File: src/rtl/fetch_unit.sv
// -----------------------------------------------------------------------------
// fetch_unit
// Fetches one 32-bit instruction from a byte-wide synchronous RAM by issuing
// four single-byte reads (base, base+1, base+2, base+3). The bytes are
// assembled little-endian into a shadow register. The shadow register is
// copied to the instruction output when the fetch completes. A start with a
// misaligned pc (pc[1:0] != 0) does not access the RAM. Instead it completes
// on the next cycle with fault set.
//
// Parameters
//   RD_LAT    : RAM read latency in cycles, from the mem_rden cycle until
//               mem_q is valid (legal range 1..4)
//
// Ports
//   clk       : system clock, rising edge
//   rst       : asynchronous, active-high reset
//   start     : fetch request, sampled only while busy is low
//   pc        : byte address of the instruction (only pc[15:0] is used)
//   busy      : high whenever the unit is not idle
//   done      : one-cycle completion pulse
//   fault     : 1 = misaligned pc; valid with done, held until the next start
//   instr     : last successfully fetched instruction
//   mem_rden  : byte-RAM read enable
//   mem_addr  : byte-RAM address (holds its last value outside a read issue)
//   mem_q     : byte-RAM read data
// -----------------------------------------------------------------------------
module fetch_unit #(
    parameter int RD_LAT = 2
) (
    input  logic        clk,
    input  logic        rst,
    input  logic        start,
    input  logic [31:0] pc,
    output logic        busy,
    output logic        done,
    output logic        fault,
    output logic [31:0] instr,
    output logic        mem_rden,
    output logic [15:0] mem_addr,
    input  logic [7:0]  mem_q
);

    typedef enum logic [2:0] {
        S_IDLE    = 3'd0,
        S_ISSUE   = 3'd1,
        S_WAIT    = 3'd2,
        S_CAPTURE = 3'd3,
        S_DONE    = 3'd4
    } state_t;

    // The wait counter runs 0 .. RD_LAT-2. WAIT is never entered when
    // RD_LAT is 1, so the terminal value only matters for RD_LAT >= 2.
    localparam logic [2:0] WAIT_LAST = (RD_LAT > 1) ? 3'(RD_LAT - 2) : 3'd0;

    state_t      state_q, state_d;
    logic [1:0]  k_q, k_d;
    logic [2:0]  wait_q, wait_d;
    logic [15:0] base_q, base_d;
    logic [31:0] shadow_q, shadow_d;
    logic [31:0] instr_q, instr_d;
    logic        fault_q, fault_d;
    logic        busy_q, busy_d;
    logic        done_q, done_d;
    logic        rden_q, rden_d;
    logic [15:0] addr_q, addr_d;

    // The upper pc half carries no meaning for this unit.
    logic        pc_hi_unused_s;
    assign pc_hi_unused_s = ^pc[31:16];

    // Next-state and next-output logic for the fetch sequencer
    always_comb begin
        state_d  = state_q;
        k_d      = k_q;
        wait_d   = wait_q;
        base_d   = base_q;
        shadow_d = shadow_q;
        instr_d  = instr_q;
        fault_d  = fault_q;

        case (state_q)
            S_IDLE: begin
                if (start) begin
                    if (pc[1:0] == 2'b00) begin
                        base_d  = pc[15:0];
                        k_d     = 2'd0;
                        fault_d = 1'b0;
                        state_d = S_ISSUE;
                    end else begin
                        fault_d = 1'b1;
                        state_d = S_DONE;
                    end
                end else begin
                    state_d = S_IDLE;
                end
            end
            S_ISSUE: begin
                wait_d = 3'd0;
                if (RD_LAT == 1) begin
                    state_d = S_CAPTURE;
                end else begin
                    state_d = S_WAIT;
                end
            end
            S_WAIT: begin
                if (wait_q == WAIT_LAST) begin
                    wait_d  = 3'd0;
                    state_d = S_CAPTURE;
                end else begin
                    wait_d  = wait_q + 3'd1;
                    state_d = S_WAIT;
                end
            end
            S_CAPTURE: begin
                shadow_d[{k_q, 3'b000} +: 8] = mem_q;
                if (k_q == 2'd3) begin
                    // The last byte is merged here so that instr already
                    // holds the full word in the DONE cycle.
                    if (!fault_q) begin
                        instr_d = shadow_d;
                    end else begin
                        instr_d = instr_q;
                    end
                    state_d = S_DONE;
                end else begin
                    k_d     = k_q + 2'd1;
                    state_d = S_ISSUE;
                end
            end
            S_DONE: begin
                state_d = S_IDLE;
            end
            default: begin
                state_d = S_IDLE;
            end
        endcase

        // The outputs are registered copies of the next state. As a result,
        // they line up with the state register and do not glitch.
        busy_d = (state_d != S_IDLE);
        done_d = (state_d == S_DONE);
        rden_d = (state_d == S_ISSUE);
        if (state_d == S_ISSUE) begin
            addr_d = base_d + {14'd0, k_d};
        end else begin
            addr_d = addr_q;
        end
    end

    // State, datapath and output registers with asynchronous reset
    always_ff @(posedge clk or posedge rst) begin
        if (rst) begin
            state_q  <= S_IDLE;
            k_q      <= 2'd0;
            wait_q   <= 3'd0;
            base_q   <= 16'h0000;
            shadow_q <= 32'h0000_0000;
            instr_q  <= 32'h0000_0000;
            fault_q  <= 1'b0;
            busy_q   <= 1'b0;
            done_q   <= 1'b0;
            rden_q   <= 1'b0;
            addr_q   <= 16'h0000;
        end else begin
            state_q  <= state_d;
            k_q      <= k_d;
            wait_q   <= wait_d;
            base_q   <= base_d;
            shadow_q <= shadow_d;
            instr_q  <= instr_d;
            fault_q  <= fault_d;
            busy_q   <= busy_d;
            done_q   <= done_d;
            rden_q   <= rden_d;
            addr_q   <= addr_d;
        end
    end

    assign busy     = busy_q;
    assign done     = done_q;
    assign fault    = fault_q;
    assign instr    = instr_q;
    assign mem_rden = rden_q;
    assign mem_addr = addr_q;

endmodule
File: config.mk
export PLATFORM = sky130hd
export DESIGN_NAME = fetch_unit
export DESIGN_NICKNAME = d
export VERILOG_FILES = /design/src/rtl/fetch_unit.sv
export SDC_FILE = /design/constraint.sdc
export NUM_CORES = 1
export LEC_CHECK = 0
export BUFFER_PORTS_ARGS = -buffer_cell sky130_fd_sc_hd__buf_2
export CAP_MARGIN = 0
export CORE_UTILIZATION = 37
export CTS_CLUSTER_DIAMETER = 120
export DETAILED_ROUTE_END_ITERATION = 10
export GPL_TIMING_DRIVEN = 0
export PLACE_DENSITY_LB_ADDON = 0.3
export SYNTH_ARGS = -nofsm -noshare
export SYNTH_HDL_FRONTEND = slang
export SYNTH_SLANG_ARGS = --single-unit
export TNS_END_PERCENT = 30
File: constraint.sdc
create_clock -name clk -period 9.2 [get_ports clk]
set_clock_uncertainty 0.2 [all_clocks]
set_input_delay 0.46 -clock clk [delete_from_list [all_inputs] [get_ports clk]]
set_output_delay 0.46 -clock clk [all_outputs]
set_load 0.1 [all_outputs]
==> qor.txt, run 1 <==
status = finished clean
DP Wirelength = 8710 µm
Root Driver = clkbuf_16
Least-Margin Pin Slew = 1050 ps
most frequent cell after synthesis = dfrtp_1
Synth Flop Type = dfrtp_1
largest family of logic cells by synthesized area = compound AO/OA/AOI/OAI gates
hold_buf cts = 0
Clock Sinks = 108
crit path cell chain = buf_2 > nor4b_2 > nand2_1 > buf_4 > buf_6 > nand3_1 > o21ai_0 > ha_1 > a21oi_1 > a21oi_2 > and4b_1 > o31ai_2
post-CTS setup buffer count = 0
Port Buf Inserts = 70
Compound-Gate Fraction of Synth Area = 20.2%
RR Endpoint = mem_addr[15]
endpoint class of the critical path = flop
Synth warnings = 0
biggest cell delay along the critical path = 740 ps
Synth top area share = 53.3%
CP max stage cell = nor4b_2
mux contribution to synthesized area = 1.95%
Seq cells post-synth = 108
unrepaired setup endpoints after global routing = no
synth cell count leaders = 108 x dfrtp_1, 62 x nand2_1, 51 x o21ai_0, 46 x a21oi_1, 34 x nor2b_1
Required @ worst endpoint = 9260 ps
Net Count, Synth = 552
reported max-cap violation count = 0
critical path arrival = 3840 ps
Post-synth EDFFs = 0
via/cell ratio = 5.25
Syn Std Cell Area = 5070 µm²
via count = 3992
DIE HEIGHT = 119 µm
HP Class = in2async
crit path kind = reg2reg
synth top area cells = dfrtp_1 53%, a22o_1 5.5%, o21ai_0 5.0%
Final Hold Fails = 0
clock slew at reported path FFs = 70 ps
drt first-iter violations = 204
R2R depth = 12
row count = 42
Slew Limit Headroom = 29.7%
clock tree buffer depth = 2
Final Max Tran Viols = 0
Area Growth Syn to Fin = 17.5%
Cells after Synth = 498
die width = 119 µm
R2R Setup Slk = 5420 ps
TritonCTS Buffers = 9
post-synthesis average cell area = 10.2 µm²
Starting Density = 38.1%
f_max = 265 MHz
grt ovf = 0
post-synth top area cell = dfrtp_1
total negative slack = 0 ps
Pre-antenna DRT Iters = 5
Ports = 95
Seq/Total Area, Yosys = 53.3%
Post-CTS Resized = 0
die area = 14200 µm²
Post-Synth Adder-Cell Area = 2.86%
CTS tree = yes
gr usage total = 18.2%
fraction of registers with async set/reset = 100%
maximum fanout along the worst path = 10
Final setup viols = 0
Worst-Skew Late Latency = 350 ps
crit share post-route = 41.1%
Ant. Diodes = 0
Synth Area in XOR/XNOR = 1.73%
final wirelength = 12200 µm
final critical-path required period = 3780 ps
worst r2r src = state_q[2]
simple-gate share of the synthesized area = 15.8%
Core ar. = 13300 µm²
Hold Slack = 24.9 ps
Final ANT Viol Nets = 0
largest net degree at the start of global routing = 57
Buf+Inv Stages, Crit Path = 3
vias in the first global route = 3983
layout net count = 634
Startpoint Class = flop
top cell family by delay on the critical path = simple AND/OR/NAND/NOR gates
first-pass GRT wire length = 20200 µm
Synth cell types = 55
initial antenna violation count = 0
DRC = 0
htree depth = 3
layout cells sized above 1 = 19.3%
DR WL/cell = 16.0 µm
routability congestion estimate = 0.850
## metal layers
metal / track usage [%] / vias up / part of all wire, %
met5: 0 / - / 0
met4: 5.30 / 0 / 1.1
met3: 4.69 / 13 / 5.2
met2: 29.8 / 108 / 48
met1: 23.8 / 1944 / 46
li1: - / 1927 / -
## flip-flops by register name, indices dropped and copies added, names as in the netlist, 2 cells and up
name      count
instr        32
shadow_q     32
wait_q        3
state_q       3
mem_addr     16
base_q       16
k_q           2
## worst max-delay path by stage
stage	from	cells after the start	slack (ps)	end
finish	state_q[2]	12	5420	mem_addr[15]
global route	state_q[2]	12	5150	mem_addr[15]
CTS	state_q[2]	12	5400	mem_addr[15]
detailed placement	state_q[2]	12	5430	mem_addr[15]
global placement	rst	2	4430	instr[6]
floorplan	rst	1	5690	base_q[0]
## stage by stage
stage               area (µm²)  utilization [%]  std cells  setup WS [ps]
floorplan                 5070                -        498           5690
global placement          5640             42.4        744           4430
detailed placement        5670             42.7        745           5430
CTS                       5960             44.8        761           5400
global route              5960             44.8        761           5150
finish                    5960             44.8        761           5420
## cells by family (layout without fill, tap and decap cells)
family	after synthesis	in the layout
compound gates	158	158
xor+xnor	10	10
fa+ha+maj	11	11
buf+inv	48	135
flops	108	108
mux	9	9
simple gates	154	154
## final cells by class
| type | instances | area (µm²) |
|---|---|---|
| clock buffer | 10 | 239 |
| inverter | 14 | 55.1 |
| clock inverter | 6 | 46.3 |
| timing repair buffer | 71 | 378 |
| tap | 176 | 220 |
| fill | 1286 | 7340 |
| sequential | 108 | 2700 |
| buffer | 34 | 158 |
| multi-input combinational | 342 | 2160 |
## cells in the final DEF, fill, tap and decap left out, types with 5 or more instances in the layout
cell type,count
dfrtp_1,108
buf_2,73
nand2_1,62
o21ai_0,51
a21oi_1,46
nor2b_1,34
a22o_1,32
clkbuf_1,19
inv_1,13
nor2_1,12
ha_1,10
xnor2_1,9
clkbuf_16,9
buf_1,8
nand3_1,7
mux2_2,7
nor3_1,6
and2_1,6
nand4_1,5
and3_1,5
Power of run 1 is not shown: default switching activity piles up to over one toggle a cycle in this logic, so the estimate is an artifact.
==> run 2, diff against run 1 <==
==> constraint.sdc (replaced) <==
create_clock -name clk -period 3.1 [get_ports clk]
set_clock_uncertainty 0.2 [all_clocks]
set_input_delay 0.155 -clock clk [delete_from_list [all_inputs] [get_ports clk]]
set_output_delay 0.155 -clock clk [all_outputs]
set_load 0.1 [all_outputs]
==> qor.txt, run 2 (same netlist as run 1, synthesis figures left out) <==
crit path cell chain = buf_2 > nor4b_4 > nand2_1 > buf_6 > buf_6 > nand3_1 > o21ai_1 > ha_2 > fa_2 > inv_4 > a21o_1 > nor3_1 > o31ai_1 (was buf_2 > nor4b_2 > nand2_1 > buf_4 > buf_6 > nand3_1 > o21ai_0 > ha_1 > a21oi_1 > a21oi_2 > and4b_1 > o31ai_2)
largest net degree at the start of global routing = 36 (was 57)
PnR worst setup slack = 133 ps (was 5420 ps)
status = finished clean (unchanged)
htree depth = 3 (unchanged)
commonest non-fill, non-tap cell in the layout = dfrtp_1 (unchanged)
Required @ worst endpoint = 3140 ps (was 9260 ps)
Startpoint Class = flop (unchanged)
routability congestion estimate = 0.847 (was 0.850)
Buf+Inv Stages, Crit Path = 4 (was 3)
clock tree buffer depth = 2 (unchanged)
Final Hold Fails = 0 (unchanged)
critical path arrival = 3000 ps (was 3840 ps)
Core ar. = 13300 µm² (unchanged)
crit share post-route = 95.7% (was 41.1%)
maximum fanout along the worst path = 10 (unchanged)
Port Buf Inserts = 70 (unchanged)
most frequent cells in the layout = 108 x dfrtp_1, 73 x buf_2, 62 x nand2_1 (unchanged)
HP Class = in2reg (was in2async)
top cell family by delay on the critical path = adder cells (was simple AND/OR/NAND/NOR gates)
final critical-path required period = 2970 ps (was 3780 ps)
most used cell, CP = buf_6
Area Growth Syn to Fin = 22.8% (was 17.5%)
grt ovf = 0 (unchanged)
Clock Sinks = 108 (unchanged)
reported max-cap violation count = 0 (unchanged)
final wirelength = 12600 µm (was 12200 µm)
via/cell ratio = 5.24 (was 5.25)
CTS tree = yes (unchanged)
Worst-Skew Late Latency = 350 ps (about the same)
Least-Margin Pin Slew = 1070 ps (was 1050 ps)
f_max = 337 MHz (was 265 MHz)
post-placement setup slack = -721 ps (was 5430 ps)
Root Driver = clkbuf_16 (unchanged)
unrepaired setup endpoints after global routing = yes (was no)
CP max stage cell = fa_2 (was nor4b_2)
Ports = 95 (unchanged)
drt first-iter violations = 267 (was 204)
via count = 4099 (was 3992)
vias in the first global route = 4185 (was 3983)
DRC = 0 (unchanged)
Hold Slack = 39.1 ps (was 24.9 ps)
DR WL/cell = 16.1 µm (was 16.0 µm)
first-pass GRT wire length = 21200 µm (was 20200 µm)
initial antenna violation count = 0 (unchanged)
DIE HEIGHT = 119 µm (unchanged)
Starting Density = 38.1% (unchanged)
clock slew at reported path FFs = 70 ps (about the same)
gr usage total = 19.0% (was 18.2%)
die area = 14200 µm² (unchanged)
Final setup viols = 0 (unchanged)
Pre-antenna DRT Iters = 4 (was 5)
row count = 42 (unchanged)
TritonCTS Buffers = 9 (unchanged)
die width = 119 µm (unchanged)
DP Wirelength = 8870 µm (was 8710 µm)
biggest cell delay along the critical path = 420 ps (was 740 ps)
Ant. Diodes = 0 (unchanged)
endpoint class of the critical path = flop (unchanged)
Final Max Tran Viols = 0 (unchanged)
layout net count = 655 (was 634)
Final ANT Viol Nets = 0 (unchanged)
layout cells sized above 1 = 20.3% (was 19.3%)
Slew Limit Headroom = 28.1% (was 29.7%)
crit path kind = reg2reg (unchanged)
[run 2: worst register-to-register path: stages, from the launching register on]
cell	delay, ps
dfrtp_1	380
buf_2	190
nor4b_4	280
nand2_1	120
buf_6	180
buf_6	140
nand3_1	80
o21ai_1	100
ha_2	240
fa_2	420
inv_4	110
a21o_1	110
nor3_1	50
o31ai_1	270
[run 2: stage by stage]
step           TNS [ps]  utilization (%)  instance area [µm²]  cells
2_1_floorplan     -88.2                -                 5070    498
3_3_place_gp      -6770             42.5                 5640    744
3_5_place_dp      -8330             42.9                 5700    747
4_1_cts               0             46.6                 6190    778
5_1_grt           -14.6             46.8                 6220    782
6_report              0             46.8                 6220    782
[run 2: path summary, 6_finish.rpt]
path,from,end,slack (ps),depth (start not counted)
setup / recovery,state_q[2],mem_addr[14],130,13
hold / removal,pc[14],base_q[14],40,4
setup reg to reg,state_q[2],mem_addr[14],130,13
hold reg to reg,mem_addr[0],mem_addr[0],270,2
max in group asynchronous,rst,shadow_q[21],1850,5
min in group asynchronous,rst,mem_addr[11],150,3
[run 2: cell type report]
type | instances | area [µm²]
multi-input combinational | 342 | 2180
timing repair buffer | 92 | 588
tap | 176 | 220
fill | 1265 | 7070
buffer | 34 | 161
clock inverter | 4 | 55.1
clock buffer | 12 | 256
sequential | 108 | 2700
inverter | 14 | 58.8
[run 2: what timing repair did]
action,in CTS,in global routing
setup endpoints to repair,15,11
buffers inserted,1,4
pin swaps,2,5
hold buffers,14,0
hold endpoints to repair,86,0
gates resized for setup,8,2
[run 2: routing by layer]
layer / share of wire [%] / up-vias / track usage [%] / wire (µm)
met1: 45 / 2007 / 23.7 / 5710
met4: 1.2 / 0 / 5.22 / 150
met3: 5.0 / 15 / 5.41 / 628
li1: - / 1965 / - / -
met5: 0 / - / 0 / 0
met2: 48 / 112 / 31.8 / 6090
Power of run 2 is left out for the same reason.
